### config.mk
export PLATFORM = sky130hd
export DESIGN_NAME = sched_controller
export DESIGN_NICKNAME = d
export VERILOG_FILES = /design/src/rtl/sched_controller.sv
export SDC_FILE = /design/constraint.sdc
export NUM_CORES = 1
export LEC_CHECK = 0
export CORE_MARGIN = 2
export CORE_UTILIZATION = 51
export CTS_CLUSTER_SIZE = 20
export DETAILED_ROUTE_END_ITERATION = 8
export PLACE_DENSITY = 0.74
export REMOVE_ABC_BUFFERS = 1
export SYNTH_ARGS = -nofsm -noshare
export SYNTH_HDL_FRONTEND = slang
export SYNTH_SLANG_ARGS = --single-unit
### constraint.sdc
create_clock -name clock -period 8.7 [get_ports clock]
set_clock_uncertainty 0.15 [all_clocks]
set_input_delay 1.74 -clock clock [delete_from_list [all_inputs] [get_ports clock]]
set_output_delay 1.74 -clock clock [all_outputs]
set_load 0.05 [all_outputs]
### src/rtl/sched_controller.sv
// rtl/sched_controller.sv - scheduler: handler vectors, preemption timer, interrupt arbitration
//
// Purpose:
//   Consumes decoded scheduler ops and holds the syscall, timer and DMA handler
//   vectors. Runs the preemption down-counter and arbitrates pending events
//   into a single interrupt request toward fetch. Saves the interrupted PC and
//   returns it on RETR.
//
// Ports:
//   clock           in   system clock, rising edge
//   reset           in   asynchronous active-high reset
//   SCHED_conf      in   op strobe, one op per cycle when high
//   SCHED_OP        in   op code (SYSCFG/TMRCFG/DMACFG/START/RTIMER/RETR/PC)
//   SCHED_value     in   op operand (vector address or quantum)
//   PC_pos          in   PC of the instruction in execute
//   SYS_trap        in   syscall trap pulse
//   DMA_done        in   DMA completion pulse
//   INT_ack         in   fetch has redirected to INT_vector
//   INT_req         out  interrupt request, held until acked
//   INT_vector      out  handler address for INT_req
//   SCHED_out       out  result of RETR/PC op, held between ops
//   SCHED_out_valid out  one-cycle qualifier for SCHED_out
//   SCHED_active    out  high whenever the scheduler is not IDLE
module sched_controller #(
    parameter int PC_W  = 16,
    parameter int TMR_W = 16
) (
    input  logic            clock,
    input  logic            reset,
    input  logic            SCHED_conf,
    input  logic [3:0]      SCHED_OP,
    input  logic [15:0]     SCHED_value,
    input  logic [PC_W-1:0] PC_pos,
    input  logic            SYS_trap,
    input  logic            DMA_done,
    input  logic            INT_ack,
    output logic            INT_req,
    output logic [PC_W-1:0] INT_vector,
    output logic [PC_W-1:0] SCHED_out,
    output logic            SCHED_out_valid,
    output logic            SCHED_active
);

    localparam logic [3:0] OP_SYSCFG = 4'b0001;
    localparam logic [3:0] OP_TMRCFG = 4'b0010;
    localparam logic [3:0] OP_DMACFG = 4'b0011;
    localparam logic [3:0] OP_START  = 4'b0100;
    localparam logic [3:0] OP_RTIMER = 4'b0101;
    localparam logic [3:0] OP_RETR   = 4'b0110;
    localparam logic [3:0] OP_PC     = 4'b0111;

    localparam logic [1:0] WIN_SYS = 2'd0;
    localparam logic [1:0] WIN_DMA = 2'd1;
    localparam logic [1:0] WIN_TMR = 2'd2;

    localparam logic [TMR_W-1:0] TMR_ONE = TMR_W'(1);

    typedef enum logic [1:0] {
        ST_IDLE    = 2'd0,
        ST_RUN     = 2'd1,
        ST_TAKE    = 2'd2,
        ST_HANDLER = 2'd3
    } state_t;

    state_t            state_q,    state_d;
    logic [PC_W-1:0]   sys_vec_q,  sys_vec_d;
    logic [PC_W-1:0]   tmr_vec_q,  tmr_vec_d;
    logic [PC_W-1:0]   dma_vec_q,  dma_vec_d;
    logic              sys_v_q,    sys_v_d;
    logic              tmr_v_q,    tmr_v_d;
    logic              dma_v_q,    dma_v_d;
    logic [TMR_W-1:0]  quantum_q,  quantum_d;
    logic [TMR_W-1:0]  counter_q,  counter_d;
    logic [PC_W-1:0]   last_pc_q,  last_pc_d;
    logic              sys_pend_q, sys_pend_d;
    logic              dma_pend_q, dma_pend_d;
    logic              tmr_pend_q, tmr_pend_d;
    logic [1:0]        win_q,      win_d;
    logic              int_req_q,  int_req_d;
    logic [PC_W-1:0]   int_vec_q,  int_vec_d;
    logic [PC_W-1:0]   out_q,      out_d;
    logic              out_vld_q,  out_vld_d;

    // Operand resized to the PC and timer widths (truncate or zero-extend).
    logic [PC_W-1:0]   val_pc;
    logic [TMR_W-1:0]  val_tmr;

    generate
        if (PC_W > 16) begin : g_pc_ext
            assign val_pc = {{(PC_W-16){1'b0}}, SCHED_value};
        end else begin : g_pc_trunc
            assign val_pc = SCHED_value[PC_W-1:0];
        end
        if (TMR_W > 16) begin : g_tmr_ext
            assign val_tmr = {{(TMR_W-16){1'b0}}, SCHED_value};
        end else begin : g_tmr_trunc
            assign val_tmr = SCHED_value[TMR_W-1:0];
        end
    endgenerate

    logic op_syscfg, op_tmrcfg, op_dmacfg, op_start, op_rtimer, op_retr, op_pc;
    logic timer_fire;

    assign op_syscfg = SCHED_conf && (SCHED_OP == OP_SYSCFG);
    assign op_tmrcfg = SCHED_conf && (SCHED_OP == OP_TMRCFG);
    assign op_dmacfg = SCHED_conf && (SCHED_OP == OP_DMACFG);
    assign op_start  = SCHED_conf && (SCHED_OP == OP_START);
    assign op_rtimer = SCHED_conf && (SCHED_OP == OP_RTIMER);
    assign op_retr   = SCHED_conf && (SCHED_OP == OP_RETR);
    assign op_pc     = SCHED_conf && (SCHED_OP == OP_PC);

    always_ff @(posedge clock or posedge reset) begin
        if (reset) begin
            state_q    <= ST_IDLE;
            sys_vec_q  <= '0;
            tmr_vec_q  <= '0;
            dma_vec_q  <= '0;
            sys_v_q    <= 1'b0;
            tmr_v_q    <= 1'b0;
            dma_v_q    <= 1'b0;
            quantum_q  <= '0;
            counter_q  <= '0;
            last_pc_q  <= '0;
            sys_pend_q <= 1'b0;
            dma_pend_q <= 1'b0;
            tmr_pend_q <= 1'b0;
            win_q      <= WIN_SYS;
            int_req_q  <= 1'b0;
            int_vec_q  <= '0;
            out_q      <= '0;
            out_vld_q  <= 1'b0;
        end else begin
            state_q    <= state_d;
            sys_vec_q  <= sys_vec_d;
            tmr_vec_q  <= tmr_vec_d;
            dma_vec_q  <= dma_vec_d;
            sys_v_q    <= sys_v_d;
            tmr_v_q    <= tmr_v_d;
            dma_v_q    <= dma_v_d;
            quantum_q  <= quantum_d;
            counter_q  <= counter_d;
            last_pc_q  <= last_pc_d;
            sys_pend_q <= sys_pend_d;
            dma_pend_q <= dma_pend_d;
            tmr_pend_q <= tmr_pend_d;
            win_q      <= win_d;
            int_req_q  <= int_req_d;
            int_vec_q  <= int_vec_d;
            out_q      <= out_d;
            out_vld_q  <= out_vld_d;
        end
    end

    always_comb begin
        state_d    = state_q;
        sys_vec_d  = sys_vec_q;
        tmr_vec_d  = tmr_vec_q;
        dma_vec_d  = dma_vec_q;
        sys_v_d    = sys_v_q;
        tmr_v_d    = tmr_v_q;
        dma_v_d    = dma_v_q;
        quantum_d  = quantum_q;
        counter_d  = counter_q;
        last_pc_d  = last_pc_q;
        sys_pend_d = sys_pend_q;
        dma_pend_d = dma_pend_q;
        tmr_pend_d = tmr_pend_q;
        win_d      = win_q;
        int_req_d  = int_req_q;
        int_vec_d  = int_vec_q;
        out_d      = out_q;
        out_vld_d  = 1'b0;
        timer_fire = 1'b0;

        // Vector configuration
        if (op_syscfg) begin
            sys_vec_d = val_pc;
            sys_v_d   = 1'b1;
        end
        if (op_tmrcfg) begin
            tmr_vec_d = val_pc;
            tmr_v_d   = 1'b1;
        end
        if (op_dmacfg) begin
            dma_vec_d = val_pc;
            dma_v_d   = 1'b1;
        end

        // Preemption timer; reloading at 1 gives a period of exactly quantum
        // cycles and keeps the counter from ever reaching 0.
        if (state_q == ST_RUN && quantum_q != '0) begin
            if (counter_q <= TMR_ONE) begin
                counter_d  = quantum_q;
                timer_fire = 1'b1;
            end else begin
                counter_d = counter_q - TMR_ONE;
            end
        end
        if (op_rtimer && state_q != ST_IDLE) begin
            counter_d = quantum_q;
        end

        // State machine; ack clears happen before new events are merged so
        // an event arriving with the ack is still recorded.
        case (state_q)
            ST_RUN: begin
                if (sys_pend_q || dma_pend_q || tmr_pend_q) begin
                    state_d   = ST_TAKE;
                    int_req_d = 1'b1;
                    last_pc_d = PC_pos;
                    if (sys_pend_q) begin
                        win_d     = WIN_SYS;
                        int_vec_d = sys_vec_q;
                    end else if (dma_pend_q) begin
                        win_d     = WIN_DMA;
                        int_vec_d = dma_vec_q;
                    end else begin
                        win_d     = WIN_TMR;
                        int_vec_d = tmr_vec_q;
                    end
                end
            end
            ST_TAKE: begin
                if (INT_ack && int_req_q) begin
                    state_d   = ST_HANDLER;
                    int_req_d = 1'b0;
                    case (win_q)
                        WIN_SYS: sys_pend_d = 1'b0;
                        WIN_DMA: dma_pend_d = 1'b0;
                        default: tmr_pend_d = 1'b0;
                    endcase
                end
            end
            ST_HANDLER: begin
                if (op_retr) begin
                    state_d   = ST_RUN;
                    counter_d = quantum_q;
                end
            end
            default: ;
        endcase

        // Event capture; nothing is recorded while IDLE.
        if (state_q != ST_IDLE) begin
            if (SYS_trap && sys_v_q) sys_pend_d = 1'b1;
            if (DMA_done && dma_v_q) dma_pend_d = 1'b1;
            if (timer_fire && tmr_v_q) tmr_pend_d = 1'b1;
        end

        // START overrides everything else, including an outstanding request.
        if (op_start) begin
            quantum_d  = val_tmr;
            counter_d  = val_tmr;
            sys_pend_d = 1'b0;
            dma_pend_d = 1'b0;
            tmr_pend_d = 1'b0;
            int_req_d  = 1'b0;
            state_d    = ST_RUN;
        end

        if (op_retr) begin
            out_d     = last_pc_q;
            out_vld_d = 1'b1;
        end
        if (op_pc) begin
            out_d     = PC_pos;
            out_vld_d = 1'b1;
        end
    end

    assign INT_req         = int_req_q;
    assign INT_vector      = int_vec_q;
    assign SCHED_out       = out_q;
    assign SCHED_out_valid = out_vld_q;
    assign SCHED_active    = (state_q != ST_IDLE);

endmodule

==> impl_summary.md <==
Clock network
The clock passes through at most 2 buffers. The clock latency on the worst-skew pair is 0.42 ns. The post-cts resize count is 0.

Clock-pin slew was measured on the worst setup and hold paths at 0.06 ns. TritonCTS built the clock tree. The H-tree was split into 4 levels. The post-CTS setup buffer count is 0.

The tree is rooted in a sky130_fd_sc_hd__clkbuf_16. The number of sinks handled by clock tree synthesis is 140. The number of buffers created by CTS is 17.

The hold buffer count at CTS is 0.

Finish
The antenna diode instance count is 0. The number of filler cells placed in the layout is 987. Compared with the post-synthesis result, the final layout area differs by 23.43%. The finished layout holds 845 standard cells, fillers aside. The number of nets at the end of the flow is 712.

Cells fill 65.03% of the core in the end. The layout cell share with drive strength beyond 1 is 16.84%.

Worst setup path
The arrival time of data at the critical path endpoint is 4.16 ns. The peak fanout along the critical path is 24. The worst setup path is launched from an input port. The critical path starts at SCHED_OP[0]. The sort of element at the end of the critical path is a register. The critical path is of the in -> reg type. The worst register-to-register path begins at counter_q[6]$_DFF_PP0_. STA puts the critical path data required time at 8.88 ns.

Floorplanning
The die footprint is 0.01342 sq mm. 77 I/O pins were placed. After floorplanning, the core was divided into 40 placement rows. The initial core utilization is 52.69%.

The horizontal die dimension is 115.9 um. The total area inside the core boundary comes to 0.01211 sq mm. From bottom edge to top edge, the die measures 115.9 um.

STA
The relative slew slack is 27.77%. After routing, the total negative slack on setup checks comes to 0 ns. The fmax is 250.9 MHz. The period utilization is 45.81%.

At the pin with the least slew margin, the transition time is 1.082 ns. The worst path in the final design needs a cycle of 3.985 ns, including I/O delays and setup. Setup violations remaining at the end of the flow were counted as 0. Setup repair after global routing left no endpoint under its margin. The total count of hold-check failures in the final report is 0.

The count of pins over their slew limit is 0.

Logic synthesis
The number of standard cells after synthesis is 594. The cell accounting for the most synthesized area is sky130_fd_sc_hd__dfrtp_1. In this run the cell area of the synthesized design comes to 0.006381 sq mm. The number of distinct library cell variants in the gate-level netlist after synthesis is 50. The Yosys step of the flow raised 0 warnings. The number of synthesized flops with an enable pin is 0. Each instance of the synthesized netlist takes up on average 10.74 sq um. The share of the Yosys chip area taken by registers is 54.90%. The share of synthesized flip-flops with an asynchronous set or reset is 100.0%.

Sorting the synthesized cells by area gives the leading types as sky130_fd_sc_hd__dfrtp_1 (55%), sky130_fd_sc_hd__mux2_2 (11%), sky130_fd_sc_hd__nand2_1 (5.6%), sky130_fd_sc_hd__mux2i_1 (5.0%), sky130_fd_sc_hd__o21ai_0 (3.7%). The synthesis-stage register bit count is 140. In the synthesized netlist the dominant register cell turns out to be sky130_fd_sc_hd__dfrtp_1. In this run the biggest area consumer among cell types represents 54.90% of the synthesized area.

Drt
The average wire per standard cell is 16.83 um. For this run, design rule violations remaining after detail routing come to 0. Wires add up to 14220 um.

The detailed router finished its first iteration with 324 violations. The per-cell via count in the routed design is 5.646. The pre-antenna-repair detailed-routing pass consisted of 5 iterations. The via total after detailed routing is 4771. The number of nets with antenna violations after routing is 0.

Status
The run finished with clean final reports.

Placement
The placer congestion estimate is 0.8758. Detailed placement ended at an HPWL of 9073 um. The number of placed cells counting well taps is 813. Buffers placed on the I/O ports in this run total 76.

Power and ir drop
The worst-case IR drop observed on VDD is 0.0001844 V. Summing internal, switching and leakage power gives 0.002698 W. The power per cell area is 342.6 mW/mm^2. The leakage power is 3.475 nW.

Global route
The number of global-route vias before repair came to 4934. The initial antenna violation count is 0. Entering global routing, the biggest net connects 77 pins. The overall global routing resource usage is 22.54%.

The total congestion overflow is 0. The first global-routing pass estimated 23370 um of wire.

Flow run
The max-cap violation count is 0.

Min path
The worst min-delay path category is reg -> reg. The startpoint identified for the worst hold timing path is INT_vector[9]$_DFFE_PP0P_.
[cells by family after synthesis]
family	Yosys count	synth area share (%)
and+or+nand+nor	187	13.10
DFF	140	54.90
AOI/OAI and AO/OA	119	11.49
muxes	97	16.49
buffers and inverters	43	2.569
adders and majority gates	6	1.176
xor gates and xnor gates	2	0.2746
[layout make-up]
class | count | area, sq um | area share, %
multi-input cells | 411 | 2726 | 34.61
clock inverters | 14 | 145.1 | 1.843
inverters | 13 | 53.80 | 0.6831
clock buffers | 18 | 439.2 | 5.576
well taps | 168 | 210.2 | 2.669
repair buffers | 81 | 798.3 | 10.14
flip-flops and latches | 140 | 3503 | 44.48
[layer usage]
layer,up-vias,GRT usage [%],share of wire (%)
li1,2228,-,-
met5,-,0,0
met1,2344,27.87,44
met2,168,37.15,48
met4,0,8.651,2.1
met3,31,7.165,6.1
[metrics by stage]
stage | cell area [sq um] | hold WS [ns] | worst slack, ns
final | 7876 | 0.3246 | 4.715
after global routing | 7876 | 0.3543 | 4.622
after CTS | 7876 | 0.3280 | 4.712
after detailed placement | 7292 | 0.3054 | 4.362
after global placement | 7292 | 0.3111 | 4.402
after floorplan | 6266 | 0.2852 | 3.057
[sequential cells by signal, indices dropped and copies added (netlist names), 2 cells and up]
register	cells
sys_vec_q	16
quantum_q	16
INT_vector	16
tmr_vec_q	16
win_q	2
SCHED_out	16
dma_vec_q	16
state_q	2
counter_q	16
last_pc_q	16
[worst paths after layout]
check | end | slack (ns) | cells after the start
setup / recovery | counter_q[12]$_DFF_PP0_ | 4.71 | 7
hold / removal | INT_vector[9]$_DFFE_PP0P_ | 0.32 | 2
setup reg to reg | counter_q[7]$_DFF_PP0_ | 5.11 | 6
hold reg to reg | INT_vector[9]$_DFFE_PP0P_ | 0.32 | 2
max in group asynchronous | INT_vector[4]$_DFFE_PP0P_ | 5.42 | 3
min in group asynchronous | SCHED_out[5]$_DFFE_PP0P_ | 1.61 | 2
[report_power, final]
| group | switching [W] | internal (W) |
|---|---|---|
| Combinational | 0.000589 | 0.000396 |
| Sequential | 0.000137 | 0.000867 |
| Clock | 0.000281 | 0.000429 |
[placed cells by master (no fill, tap or decap), types with 3 or more instances in the layout]
master,n
sky130_fd_sc_hd__dfrtp_1,140
sky130_fd_sc_hd__o22ai_1,5
sky130_fd_sc_hd__or3_1,3
sky130_fd_sc_hd__or4_1,4
sky130_fd_sc_hd__nor3b_1,4
sky130_fd_sc_hd__o21a_1,3
sky130_fd_sc_hd__o21ai_0,47
sky130_fd_sc_hd__mux2i_1,32
sky130_fd_sc_hd__o21ai_1,4
sky130_fd_sc_hd__clkinv_2,4
sky130_fd_sc_hd__o31ai_1,3
sky130_fd_sc_hd__nor2_1,36
sky130_fd_sc_hd__mux2_2,65
sky130_fd_sc_hd__o211ai_1,6
sky130_fd_sc_hd__a21oi_1,31
sky130_fd_sc_hd__a221oi_1,4
sky130_fd_sc_hd__clkbuf_16,17
sky130_fd_sc_hd__clkdlybuf4s50_1,76
sky130_fd_sc_hd__inv_1,12
sky130_fd_sc_hd__inv_6,3
sky130_fd_sc_hd__clkinvlp_4,4
sky130_fd_sc_hd__nand2_1,95
sky130_fd_sc_hd__buf_4,5
sky130_fd_sc_hd__nor3_1,11
sky130_fd_sc_hd__nand3_1,12
sky130_fd_sc_hd__nor4_1,6
sky130_fd_sc_hd__ha_1,6
[cells in the mapped netlist, drive strengths merged, types with 2 or more instances]
master	instances
o22ai	5
clkbuf	26
nand2b	2
mux2i	32
o31ai	4
nor3	12
dfrtp	140
o21ai	52
buf	4
or4	4
nor4	6
and3b	2
a21oi	31
nand3	12
mux2	65
nor3b	4
nand2	95
o21a	3
inv	13
nor2	38
a21o	2
or2	3
o211ai	6
or3	4
a221oi	4
o21bai	2
ha	6
[critical path, stage by stage]
cell and delay (ns):
sky130_fd_sc_hd__clkdlybuf4s50_1 0.45, sky130_fd_sc_hd__buf_4 0.34, sky130_fd_sc_hd__or3_1 0.66, sky130_fd_sc_hd__nand2_1 0.42, sky130_fd_sc_hd__nor4_1 0.29, sky130_fd_sc_hd__o21ai_1 0.11
sky130_fd_sc_hd__o2111ai_1 0.15
Note: power is estimated with default switching activity, not from simulation.
